[src/rtl/bounded_updown_counter_pkg.sv]
// Shared constants for bounded up/down counter stages and the
// digit counters built by cascading them.
package bounded_updown_counter_pkg;

  localparam bit WRAP_MODE = 1'b1;
  localparam bit SAT_MODE  = 1'b0;

  // BCD digit stage
  localparam int BCD_N   = 4;
  localparam int BCD_MAX = 9;

  // Clock-style cascade stages: tens of seconds/minutes and hours
  localparam int TENS_MAX  = 5;
  localparam int HOURS_N   = 5;
  localparam int HOURS_MAX = 23;

endpackage

[src/rtl/bounded_updown_counter_n_bit_counter.sv]
// Combinational N-bit incrementer/decrementer feeding the bounded counter
// register; bound handling is left to the caller.
module N_bit_counter #(
  parameter int N = 4
) (
  input  logic [N-1:0] count_i,
  input  logic         up_i,
  output logic [N-1:0] result_o
);

  always_comb begin
    if (up_i) begin
      result_o = count_i + N'(1);
    end else begin
      result_o = count_i - N'(1);
    end
  end

endmodule

[src/rtl/bounded_updown_counter.sv]
// Bounded up/down counter stage: count register over [0, MAX] with wrap or
// saturation, combinational carry/borrow for cascading, registered at_bound.
module bounded_updown_counter
  import bounded_updown_counter_pkg::*;
#(
  parameter int N    = BCD_N,
  parameter int MAX  = BCD_MAX,
  parameter bit WRAP = WRAP_MODE
) (
  input  logic         clk_i,
  input  logic         reset_i,
  input  logic         en_i,
  input  logic         up_i,
  input  logic         load_i,
  input  logic [N-1:0] load_val_i,
  output logic [N-1:0] count_o,
  output logic         co_o,
  output logic         at_bound_o
);

  localparam logic [N-1:0] MAX_C = N'(MAX);

  if (N < 2 || MAX < 1 || MAX >= (2 ** N)) begin : g_bad_params
    $error("bounded_updown_counter: MAX must lie in [1, 2^N-1] with N >= 2");
  end

  logic [N-1:0] count_q, count_d;
  logic         at_bound_q, at_bound_d;
  logic [N-1:0] step_s;
  logic         at_max_s, at_zero_s;
  logic         co_s;

  N_bit_counter #(.N(N)) u_step (
    .count_i  (count_q),
    .up_i     (up_i),
    .result_o (step_s)
  );

  always_comb begin
    count_d    = count_q;
    at_max_s   = (count_q == MAX_C);
    at_zero_s  = (count_q == '0);
    if (load_i) begin
      count_d = (load_val_i > MAX_C) ? MAX_C : load_val_i;
    end else if (en_i) begin
      if (up_i) begin
        if (at_max_s) begin
          count_d = WRAP ? '0 : MAX_C;
        end else begin
          count_d = step_s;
        end
      end else begin
        if (at_zero_s) begin
          count_d = WRAP ? MAX_C : '0;
        end else begin
          count_d = step_s;
        end
      end
    end else begin
      count_d = count_q;
    end
    // Saturating stages still raise co so the next stage sees the overflow.
    co_s       = en_i & ~load_i & ~reset_i & (up_i ? at_max_s : at_zero_s);
    at_bound_d = up_i ? (count_d == MAX_C) : (count_d == '0);
  end

  always_ff @(posedge clk_i) begin
    if (reset_i) begin
      count_q    <= '0;
      at_bound_q <= ~up_i;
    end else begin
      count_q    <= count_d;
      at_bound_q <= at_bound_d;
    end
  end

  assign count_o    = count_q;
  assign co_o       = co_s;
  assign at_bound_o = at_bound_q;

endmodule

[config.mk]
export PLATFORM = sky130hd
export DESIGN_NAME = bounded_updown_counter
export DESIGN_NICKNAME = d
export VERILOG_FILES = /design/src/rtl/bounded_updown_counter_pkg.sv /design/src/rtl/bounded_updown_counter_n_bit_counter.sv /design/src/rtl/bounded_updown_counter.sv
export SDC_FILE = /design/constraint.sdc
export NUM_CORES = 1
export LEC_CHECK = 0
export ABC_AREA = 0
export CAP_MARGIN = 20
export CORE_AREA = 2 2 39 41
export DETAILED_ROUTE_END_ITERATION = 16
export DIE_AREA = 0 0 41 43
export GPL_ROUTABILITY_DRIVEN = 1
export PLACE_DENSITY = 0.67
export SYNTH_ARGS = -nofsm -noshare
export SYNTH_HDL_FRONTEND = slang
export SYNTH_SLANG_ARGS = --single-unit
[constraint.sdc]
create_clock -name clk_i -period 1.6 [get_ports clk_i]
set_input_delay 0.24 -clock clk_i [delete_from_list [all_inputs] [get_ports clk_i]]
set_output_delay 0.24 -clock clk_i [all_outputs]
set_load 0.1 [all_outputs]
---- Word level (Yosys, flattened, before mapping) ----
Index checks and enable logic that the tools add are counted.
cells by class
  $add $sub $neg .......................... 2
  equal/unequal tests ..................... 2
  bitwise gates (word level) .............. 6
  reductions and logical operators ........ 2
  $lt $le $gt $ge ......................... 1
  muxes and demuxes ....................... 10
operators with widths
  operator                                          count
  2-to-1 mux 4 bit                                  7
  equality test 4 bit, second input constant        2
  zero test 4 bit                                   2
  adder 4 x 1 -> 4 bit, second input constant       1
  > comparator 4 bit, second input constant         1
  subtractor 4 x 1 -> 4 bit, second input constant  1
  bitwise AND 1 bit                                 3
  2-to-1 mux 1 bit                                  3
  inverter 1 bit                                    3
word-level totals
  output and inout port bits .............. 6
  register bits ........................... 5
  logic and storage cells ................. 25

---- Logic depth before layout (Yosys ltp) ----
  depth in word-level cells ............... 9
  depth in mapped cells ................... 7
  depth with buffers taken out ............ 7

---- Modules after synthesis ----
A second synthesis with hierarchy kept.
unflattened totals
  cell total of the unflattened synthesis .. 57
  area, all modules ....................... 449.2 um^2
by module, submodules not included
  module                  times used  cells an instance  area each (um^2)
  bounded_updown_counter  1           47                 354.1
  N_bit_counter           1           10                 95.1

---- Worst setup path after synthesis ----
OpenSTA, ideal clock, no wires.
  path type ............................... reg2out
  start ................................... register count_q[0], in the netlist count_o[0]
  end ..................................... output co_o
  data arrival time ....................... 3.625 ns
  cell stages (with the launch flop) ...... 4
  buffers on the path ..................... 0
  slack ................................... -2.265 ns
  cells stage by stage .................... dfxtp_1 and3_1 o21ai_1 nor3b_1
between the ends
  longest elaborated chain between the ends .. 3
ends and longest elaborated chain
  what                                                           line                                                        RTL
  start, declared                                                bounded_updown_counter.sv:27                                logic [N-1:0] count_q, count_d;
  start signal, assigned                                         bounded_updown_counter.sv:72                                count_q <= count_d;
  equality test 4 bit / zero test 4 bit (equally long branches)  bounded_updown_counter.sv:41, bounded_updown_counter.sv:42
  2-to-1 mux 1 bit *                                             bounded_updown_counter.sv:63                                co_s = en_i & ~load_i & ~reset_i & (up_i ? at_max_s : at_zero_s);
  bitwise AND 1 bit *                                            bounded_updown_counter.sv:63
  end, declared                                                  bounded_updown_counter.sv:17                                output logic co_o,
Every way passes the cells marked *; elsewhere a longest branch is shown, timed or not.

---- Worst setup path after layout ----
  start ................................... register count_q[1], in the netlist count_o[1]
  end ..................................... register at_bound_q, in the netlist at_bound_o
between the ends
  longest elaborated chain between the ends .. 9
ends and longest elaborated chain
  what                                                                      line                                                                                    RTL
  subtractor 4 x 1 -> 4 bit / adder 4 x 1 -> 4 bit (equally long branches)  bounded_updown_counter_n_bit_counter.sv:15, bounded_updown_counter_n_bit_counter.sv:13
  2-to-1 mux 4 bit                                                          bounded_updown_counter_n_bit_counter.sv:12                                              if (up_i) begin
  2-to-1 mux 4 bit (on tied branches)                                       bounded_updown_counter.sv:53, bounded_updown_counter.sv:47
  2-to-1 mux 4 bit                                                          bounded_updown_counter.sv:46                                                            if (up_i) begin
  2-to-1 mux 4 bit *                                                        bounded_updown_counter.sv:45                                                            end else if (en_i) begin
  2-to-1 mux 4 bit *                                                        bounded_updown_counter.sv:43                                                            if (load_i) begin
  equality test 4 bit / zero test 4 bit (equally long branches)             bounded_updown_counter.sv:64                                                            at_bound_d = up_i ? (count_d == MAX_C) : (count_d == '0);
  2-to-1 mux 1 bit *                                                        bounded_updown_counter.sv:64
  2-to-1 mux 1 bit *                                                        bounded_updown_counter.sv:68                                                            if (reset_i) begin
  end signal, assigned                                                      bounded_updown_counter.sv:70                                                            at_bound_q <= ~up_i;
  end signal, assigned                                                      bounded_updown_counter.sv:73                                                            at_bound_q <= at_bound_d;
  end, declared                                                             bounded_updown_counter.sv:28                                                            logic at_bound_q, at_bound_d;
Marks and branches as above.
A chain may end at the register's enable or synchronous reset.

==> reports/qor.txt <==
Critical Path End Type: register
WS Path Type: register to register
CTS buffer count: 3
Routed WL: 1.38 mm
Mux cell area share after synthesis: 0%
Fin. Hold Viols: 0
RSZ-0062 raised after global routing: yes
Mean Syn Cell Area: 8.05 µm²
Root Buffer: clkbuf_4
First-pass GRT wire length: 1.91 mm
IR drop worst, VDD: 0.472 mV
Hold Path Class: primary input to register
Final setup fails: 2
TritonRoute pass-1 iters: 4
Reg2reg setup slack: -0.01 ns
Initial Util: 32.0%
Avg WL per Cell: 13.4 µm
Routed Antenna Nets: 0
Skew final: 0.00258 ns
Clock-pin slew on the worst setup and hold paths: 0.04 ns
Largest net degree at the start of global routing: 10
CP Max Fanout: 3
Layout Nets: 100
# DRC: 0
Hpwl dp: 954 µm
Slowest CP cell: dfxtp_4
Setup_tns: -0.0119 ns
Crit path launch type: register
Ys Warns: 0
Slew @ Worst Pin: 0.276 ns
Worst EP arrival: 1.73 ns
Clock Latency Late Sink: 0.24 ns
Cells along the critical path: buf_6 -> ha_4 -> nand3_2 -> and2_4 -> a211oi_4 -> nand4b_1 -> nand3_1
Initial antenna violation count: 0
Final min period: 1.61 ns
Top_reg_cell synth: dfxtp_1
F_max: 621 MHz
H-Tree Depth: 1
Setup WS pre-CTS: -0.486 ns
Yosys cell types: 30
Rel. slew slack: 81.6%
XOR/XNOR share of the synthesized area: 5.93%
Area Overhead vs Synth: 111%
Final instance area: 936 µm²
Initial drt markers: 8
Syn Nets: 67
Clock Tree Buf Depth: 2
Die width: 41 µm
Die Y: 43 µm
Worst Path Required: 1.72 ns
Simple-gate area share of the yosys netlist: 30.2%
Port bufs: 14
Period utilisation layout: 101%
Cell Pwr Density: 717 nW/µm²
Leak: 0.371 nW
# diodes: 0
Outcome: complete, but fails checks
Final worst slack: -0.0115 ns
Vias per inst: 5.07
Ys async rst share: 0%
EDFF count, synth: 0
Vias in the first global route: 476
Post-layout total power: 0.671 mW
Die area: 1760 µm²
Layout cells sized above 1: 55.2%
Core Footprint: 1380 µm²
Violated checks: setup timing
Synthesized area: 443 µm²
CTS tree: built
GRT overflow: 0
Layout fillers: 103
Synth Area in Adders: 10.2%
Largest family of logic cells by synthesized area: simple AND/OR/NAND/NOR gates
Post-synthesis sequential area ratio: 22.6%
Total Routing Usage GR: 15.6%
Final number of max-transition violations: 0
Max-Cap Viols: 0
Via Count: 522
Row cnt: 14
Clock sink count: 5
Area of the multi-input gates: 429 µm²
FF+latch area: 115 µm²
Post-synthesis cell count: 55
Crit path largest cell delay: 0.35 ns
Yosys reg bits: 5
Synth Area in Compound Gates: 24.3%
RePlAce Congestion: 0.874
I/O pin total: 15
Post-DP Area: 785 µm²
-- sequential cells by signal (all words and copies together), names as in the netlist --
name        flops
count_o         4
at_bound_o      1
-- per-stage QoR --
| step | utilization (%) | hold WS [ns] | std cells |
|---|---|---|---|
| global route | 67.6 | 0.640 | 103 |
| CTS | 60.3 | 0.572 | 100 |
| global placement | 56.7 | 0.707 | 95 |
| detailed placement | 56.7 | 0.711 | 95 |
| finish | 67.6 | 0.571 | 103 |
| floorplan | - | 0.299 | 55 |
-- power by group --
group          switching (mW)  internal, mW
sequential             0.0149         0.137
clock                  0.0499        0.0941
combinational           0.206         0.170
total                   0.270         0.401
-- layer usage --
| metal | GRT usage (%) | routed length [µm] | up-vias | share of wire [%] |
|---|---|---|---|---|
| li1 | - | - | 266 | - |
| met1 | 20.1 | 575 | 237 | 42 |
| met2 | 26.3 | 753 | 17 | 55 |
| met3 | 1.57 | 45 | 2 | 3.3 |
| met4 | 4.00 | 7 | 0 | 0.51 |
| met5 | 0 | 0 | - | 0 |
-- synthesized netlist by cell type, types with 2 or more instances --
cell type  n  area share (%)
a21oi_1    5             5.6
dfxtp_1    5              23
ha_1       2             5.6
nand3b_1   3             5.1
inv_1      5             4.2
xor2_1     2             4.0
nor3_1     4             4.5
nand2_1    3             2.5
nand3_1    3             3.4
nor2_1     3             2.5
-- cell families after synthesis --
logic type,count (synthesis)
AO/OA/AOI/OAI,15
XOR/XNOR,3
flip-flops,5
buffers and inverters,6
AND/OR/NAND/NOR,23
adder cells (fa/ha/maj),3
-- cell type report --
cell class                 count  share of cell area, %
timing repair buffer          29                   34.9
inverter                       5                   2.01
multi-input combinational     44                   45.9
sequential                     5                   12.3
clock buffer                   4                   2.81
tap                           16                   2.14
-- worst max-delay path: cells and delay by family (launching register included) --
kind | cells | cell delay (ns)
buffers and inverters | 1 | 0.12
adders and majority gates | 1 | 0.25
and+or+nand+nor | 4 | 0.46
AOI/OAI and AO/OA | 1 | 0.30
DFF | 1 | 0.35
-- cell usage in the layout (no fill, tap or decap), types with 2 or more instances in the layout --
cell and n:
dfxtp_4 4, buf_4 11, buf_12 6, nor3_1 3
a21oi_2 2, inv_1 4, ha_4 2, clkbuf_4 3
buf_6 4, nand3b_1 3, a21oi_1 3, nand3_1 2
dlygate4sd2_1 2, nor2_1 2, clkdlybuf4s50_1 5, nand2_1 3
-- final timing paths --
kind              depth (start not counted)          to  startpoint
setup reg to reg                          7  at_bound_o  count_o[1]
hold reg to reg                           3  count_o[2]  count_o[2]
hold / removal                            5  count_o[1]      load_i
setup / recovery                          7  at_bound_o  count_o[1]
-- timing repair --
item,in CTS,in global routing
hold buffers,0,0
gates resized for setup,9,14
buffers inserted,1,3
pin swaps,8,9
setup endpoints to repair,5,2
(Power assumes the default switching activity.)
==> RTL change 1: new RTL, same settings <==
Register the output `co_o`; this adds one clock of latency there. The other outputs are not delayed to match.
--- a/src/rtl/bounded_updown_counter.sv
+++ b/src/rtl/bounded_updown_counter.sv
@@ -75,7 +75,9 @@
   end
 
   assign count_o    = count_q;
-  assign co_o       = co_s;
+  always_ff @(posedge clk_i) begin
+    co_o <= co_s;
+  end
   assign at_bound_o = at_bound_q;
 
 endmodule
Behaviour: not the same (a bounded check fails within 4 cycles, from zero or initial values and one cycle with reset_i high).
==> RTL change 1 against the unedited design <==
Maximum frequency grew 3.9%; global-route usage rose by 1.8 points; design area shrank 12%; area after synthesis increased by 4.5%; setup slack improved by 0.061 ns; sequential power increased by 17%; sequential cell count up 1; die area unchanged; routed wire length shrank 11%; synthesized cell count increased by 1.8%; clock skew increased by 0.0097 ns; power down 4.2%.
==> RTL change 1: results <==
group,metric,value,unit
power_and_ir_drop,ir_worst_vdd,0.529,mV
detailed_routing,drc,0,
worst_setup_path,r2r-start,"count_o[1]$_SDFF_PP0_",
global_route,grt_pass1_wl,2110,µm
worst_setup_path,crit-reg2reg-capture,"at_bound_o$_DFF_P_",
logic_synthesis,synth_xor_xnor_area_share,5.68,%
detailed_routing,drt_pass1_iterations,4,
global_route,antenna_found_initial,0,
global_route,grt_pass1_vias,543,
worst_setup_path,crit_type,"flip-flop to flip-flop",
worst_setup_path,critical_path.slowest_cell,"fa_2",
finish,finish.net_count,98,
worst_hold_path,hold_depth,3,
worst_setup_path,cp_top_family,"adder cells",
finish,n_fill_cell,123,
die,num_rows,14,
finish,stdcell_count,101,
clock_network,cts_root_buf,"clkbuf_4",
outcome,status,"finished clean",
logic_synthesis,synth_mux_area_share,0,%
placed_design,pre_cts_ws,-0.450,ns
timing,slew_headroom,82.3,%
logic_synthesis,synth_warnings,0,
global_route,track_usage,17.4,%
clock_network,clk_pin_slew,0.05,ns
logic_synthesis,synth_common_cells,"dfxtp_1 (6), a21oi_1 (5), inv_1 (5)",
placed_design,post-dp-hpwl,981,µm
logic_synthesis,synth_area_leaders,"dfxtp_1 (26%), a21oi_1 (5.4%), ha_1 (5.4%)",
clock_network,clk_path_buf_depth,2,
detailed_routing,drtIter0Drc,12,
worst_setup_path,arrival,1.66,ns
placed_design,place_area,762,µm²
detailed_routing,wl,1220,µm
worst_setup_path,regToRegSetupSlack,0.05,ns
detailed_routing,vias,506,
worst_setup_path,worstPathMaxFanout,4,
logic_synthesis,ys_seq_area_share,25.9,%
clock_network,clock_latency,0.25,ns
placed_design,place_inst,95,
timing,timing.final.ws_setup,0.0492,ns
global_route,grt_max_degree,10,
worst_setup_path,cp_slowest_stage_delay,0.44,ns
logic_synthesis,synthesis.nets,68,
logic_synthesis,synthAdderAreaFrac,9.73,%
logic_synthesis,syn_inst,56,
logic_synthesis,synth-compound-area-share,23.2,%
worst_hold_path,min_path_type,"input pin to flip-flop",
worst_setup_path,ff2ff_path_depth,6,
finish,areaGrowthSynthToFinish,77.8,%
logic_synthesis,async_flop_share,0,%
clock_network,htreeDepth,1,
logic_synthesis,synth_flop_cell,"dfxtp_1",
finish,diodes,0,
placed_design,gp_congestion,0.853,
clock_network,cts_buffers,3,
timing,clock_skew,0.0123,ns
finish,drive_above_1_share,38.8,%
placed_design,io_buffers,14,
power_and_ir_drop,p_leak,0.000339,µW
[RTL change 1: how the worst min path moves through the flow]
stage               slack (ns)               endpoint          start
finish                    0.63  count_o[1]$_SDFF_PP0_  load_val_i[1]
global route              0.64  count_o[1]$_SDFF_PP0_  load_val_i[1]
CTS                       0.62  count_o[1]$_SDFF_PP0_  load_val_i[1]
detailed placement        0.71                   co_o   co_o$_DFF_P_
global placement          0.71                   co_o   co_o$_DFF_P_
floorplan                 0.30  count_o[1]$_SDFF_PP0_        reset_i
[RTL change 1: final cells by class]
| class | count | area share [%] |
|---|---|---|
| clock buffer | 4 | 3.19 |
| inverter | 5 | 2.28 |
| multi-input combinational | 44 | 40.3 |
| sequential | 6 | 16.1 |
| tap | 16 | 2.43 |
| timing repair buffer | 26 | 35.7 |
[RTL change 1: worst min-delay path, cell delays in order]
cell and delay (ns):
clkdlybuf4s50_1 0.41, nand3b_1 0.12, a21oi_1 0.07
[RTL change 1: repair_timing]
action                     4_1_cts  5_1_grt
setup endpoints to repair        2        1
buffers inserted                 2        0
pin swaps                        6        2
gates resized for setup          4        1
[RTL change 1: layer usage]
| metal | GRT usage [%] | up-vias | share of wire, % |
|---|---|---|---|
| li1 | - | 262 | - |
| met1 | 19.1 | 231 | 43 |
| met2 | 31.6 | 13 | 54 |
| met3 | 4.71 | 0 | 3.0 |
| met4 | 2.67 | 0 | 0 |
| met5 | 0 | - | 0 |
[RTL change 1: power breakdown]
group          internal (µW)  total, µW  switching [µW]  leakage, µW
clock network           94.5        150            55.6    0.0000150
registers                162        177            14.3    0.0000518
logic                    141        316             175     0.000273
total                    398        643             245     0.000339
[RTL change 1: cell families after synthesis]
family,count (synthesis)
and+or+nand+nor,23
AOI/OAI and AO/OA,15
buffers and inverters,6
DFF,6
xor gates and xnor gates,3
adders and majority gates,3
==> RTL change 2: new RTL, config.mk and constraints unchanged <==
Made on the original files. Set the package constant `BCD_MAX` to 4 (it was 9).
--- a/src/rtl/bounded_updown_counter_pkg.sv
+++ b/src/rtl/bounded_updown_counter_pkg.sv
@@ -7,7 +7,7 @@
 
   // BCD digit stage
   localparam int BCD_N   = 4;
-  localparam int BCD_MAX = 9;
+  localparam int BCD_MAX = 4;
 
   // Clock-style cascade stages: tens of seconds/minutes and hours
   localparam int TENS_MAX  = 5;
Formal check against the unedited RTL: not equivalent (Yosys sat finds a counterexample within 4 cycles, from zero or initial values and one cycle with reset_i high).
==> RTL change 2 against the unedited design <==
The run still ends with negative setup slack left; area after synthesis is 2.8% lower; sequential cell count stayed put; power is 1.8% lower; design area is 9.2% lower; utilization is 6.2 points lower; clock skew is 0.0019 ns higher; routed wire length is 18% lower; setup slack worse by 0.11 ns; critical endpoint unchanged.
==> RTL change 2: results <==
group,metric,value,unit
worst_setup_path,ff2ff_path_depth,6,
worst_setup_path,r2r-start,"count_o[1]$_SDFF_PP0_",
worst_setup_path,cp_top_family,"multiplexers",
timing,tns,-0.196,ns
detailed_routing,wl,1130,µm
worst_hold_path,min_from,"load_val_i[1]",
logic_synthesis,yosysUniqueCellTypes,29,
logic_synthesis,synthAdderAreaFrac,10.5,%
worst_setup_path,arrival,1.86,ns
finish,fin_area,850,µm²
logic_synthesis,synth_common_cells,"dfxtp_1 (5), nand2_1 (5), inv_1 (4)",
logic_synthesis,synth-compound-area-share,16.9,%
detailed_routing,drt_pass1_iterations,3,
global_route,grt_max_degree,7,
global_route,grt_pass1_wl,1770,µm
placed_design,post-dp-hpwl,912,µm
logic_synthesis,avgSynthCellArea,9.36,µm²
logic_synthesis,synth_xor_xnor_area_share,6.10,%
worst_setup_path,cp_slowest_stage_delay,0.37,ns
finish,clkCellAreaFrac,3.09,%
outcome,status,"complete, but fails checks",
finish,seq_share,13.3,%
timing,timing.final.ws_setup,-0.120,ns
finish,n_all_buffers,26,
outcome,failed_checks,"negative setup slack",
finish,inverters,4,
detailed_routing,vias,461,
timing,timing.hold.ws,0.631,ns
global_route,track_usage,14.9,%
placed_design,place_inst,85,
power_and_ir_drop,ir_worst_vdd,0.489,mV
power_and_ir_drop,p_leak,0.000345,µW
finish,buffer_area_share,36.4,%
finish,n_fill_cell,119,
finish,drive_above_1_share,56.8,%
placed_design,gp_congestion,0.882,
finish,nClkBuffers,4,
worst_setup_path,crit-reg2reg-capture,"at_bound_o$_DFF_P_",
global_route,grt_pass1_vias,420,
finish,multi_input_gates,35,
timing,worstMarginPinSlew,0.330,ns
timing,setup_viol_count_final,3,
worst_hold_path,min_path_type,"input pin to flip-flop",
logic_synthesis,synth_area_leaders,"dfxtp_1 (23%), mux2i_4 (10%), ha_1 (5.8%)",
worst_hold_path,hold_depth,3,
logic_synthesis,synth_mux_area_share,13.1,%
finish,multi_input_area_share,43.2,%
-- RTL change 2: logic make-up after synthesis --
family                     after synthesis
AOI/OAI and AO/OA                       10
xor gates and xnor gates                 3
adders and majority gates                3
buffers and inverters                    6
DFF                                      5
muxes                                    3
and+or+nand+nor                         16
-- RTL change 2: timing repair --
item | in CTS | in global routing
buffers inserted | 1 | 0
endpoints found under the setup margin | 3 | 3
pin swaps | 3 | 4
gates resized for setup | 8 | 9
hold endpoints to repair | 0 | 0
-- RTL change 2: report_power, final --
group / internal, µW / leakage (µW) / switching [µW]
clock network: 94.1 / 0.0000150 / 49.0
logic: 173 / 0.000286 / 194
registers: 137 / 0.0000437 / 11.2
total: 405 / 0.000345 / 255
-- RTL change 2: worst max-delay path by stage --
stage / cells past startpoint / from / to / slack, ns
2_1_floorplan: 6 / count_o[1]$_SDFF_PP0_ / at_bound_o$_DFF_P_ / -0.26
3_3_place_gp: 8 / up_i / at_bound_o$_DFF_P_ / -0.53
3_5_place_dp: 8 / up_i / at_bound_o$_DFF_P_ / -0.59
4_1_cts: 7 / up_i / co_o / -0.12
5_1_grt: 7 / count_o[1]$_SDFF_PP0_ / at_bound_o$_DFF_P_ / -0.16
6_report: 6 / count_o[1]$_SDFF_PP0_ / at_bound_o$_DFF_P_ / -0.12
-- RTL change 2: metal layers --
layer  global-route usage [%]  up-vias  wire [µm]
li1                         -      222          -
met1                     17.2      221        425
met2                     23.4       16        631
met3                     5.24        2         52
met4                     6.67        0         21
met5                        0        -          0
-- RTL change 2: worst register-to-register path: stages (launching register included) --
cell and delay [ns]:
dfxtp_4 0.37, ha_4 0.20, a21o_1 0.16, a21oi_2 0.19, mux2i_4 0.29, mux2i_4 0.10
nor4b_4 0.30
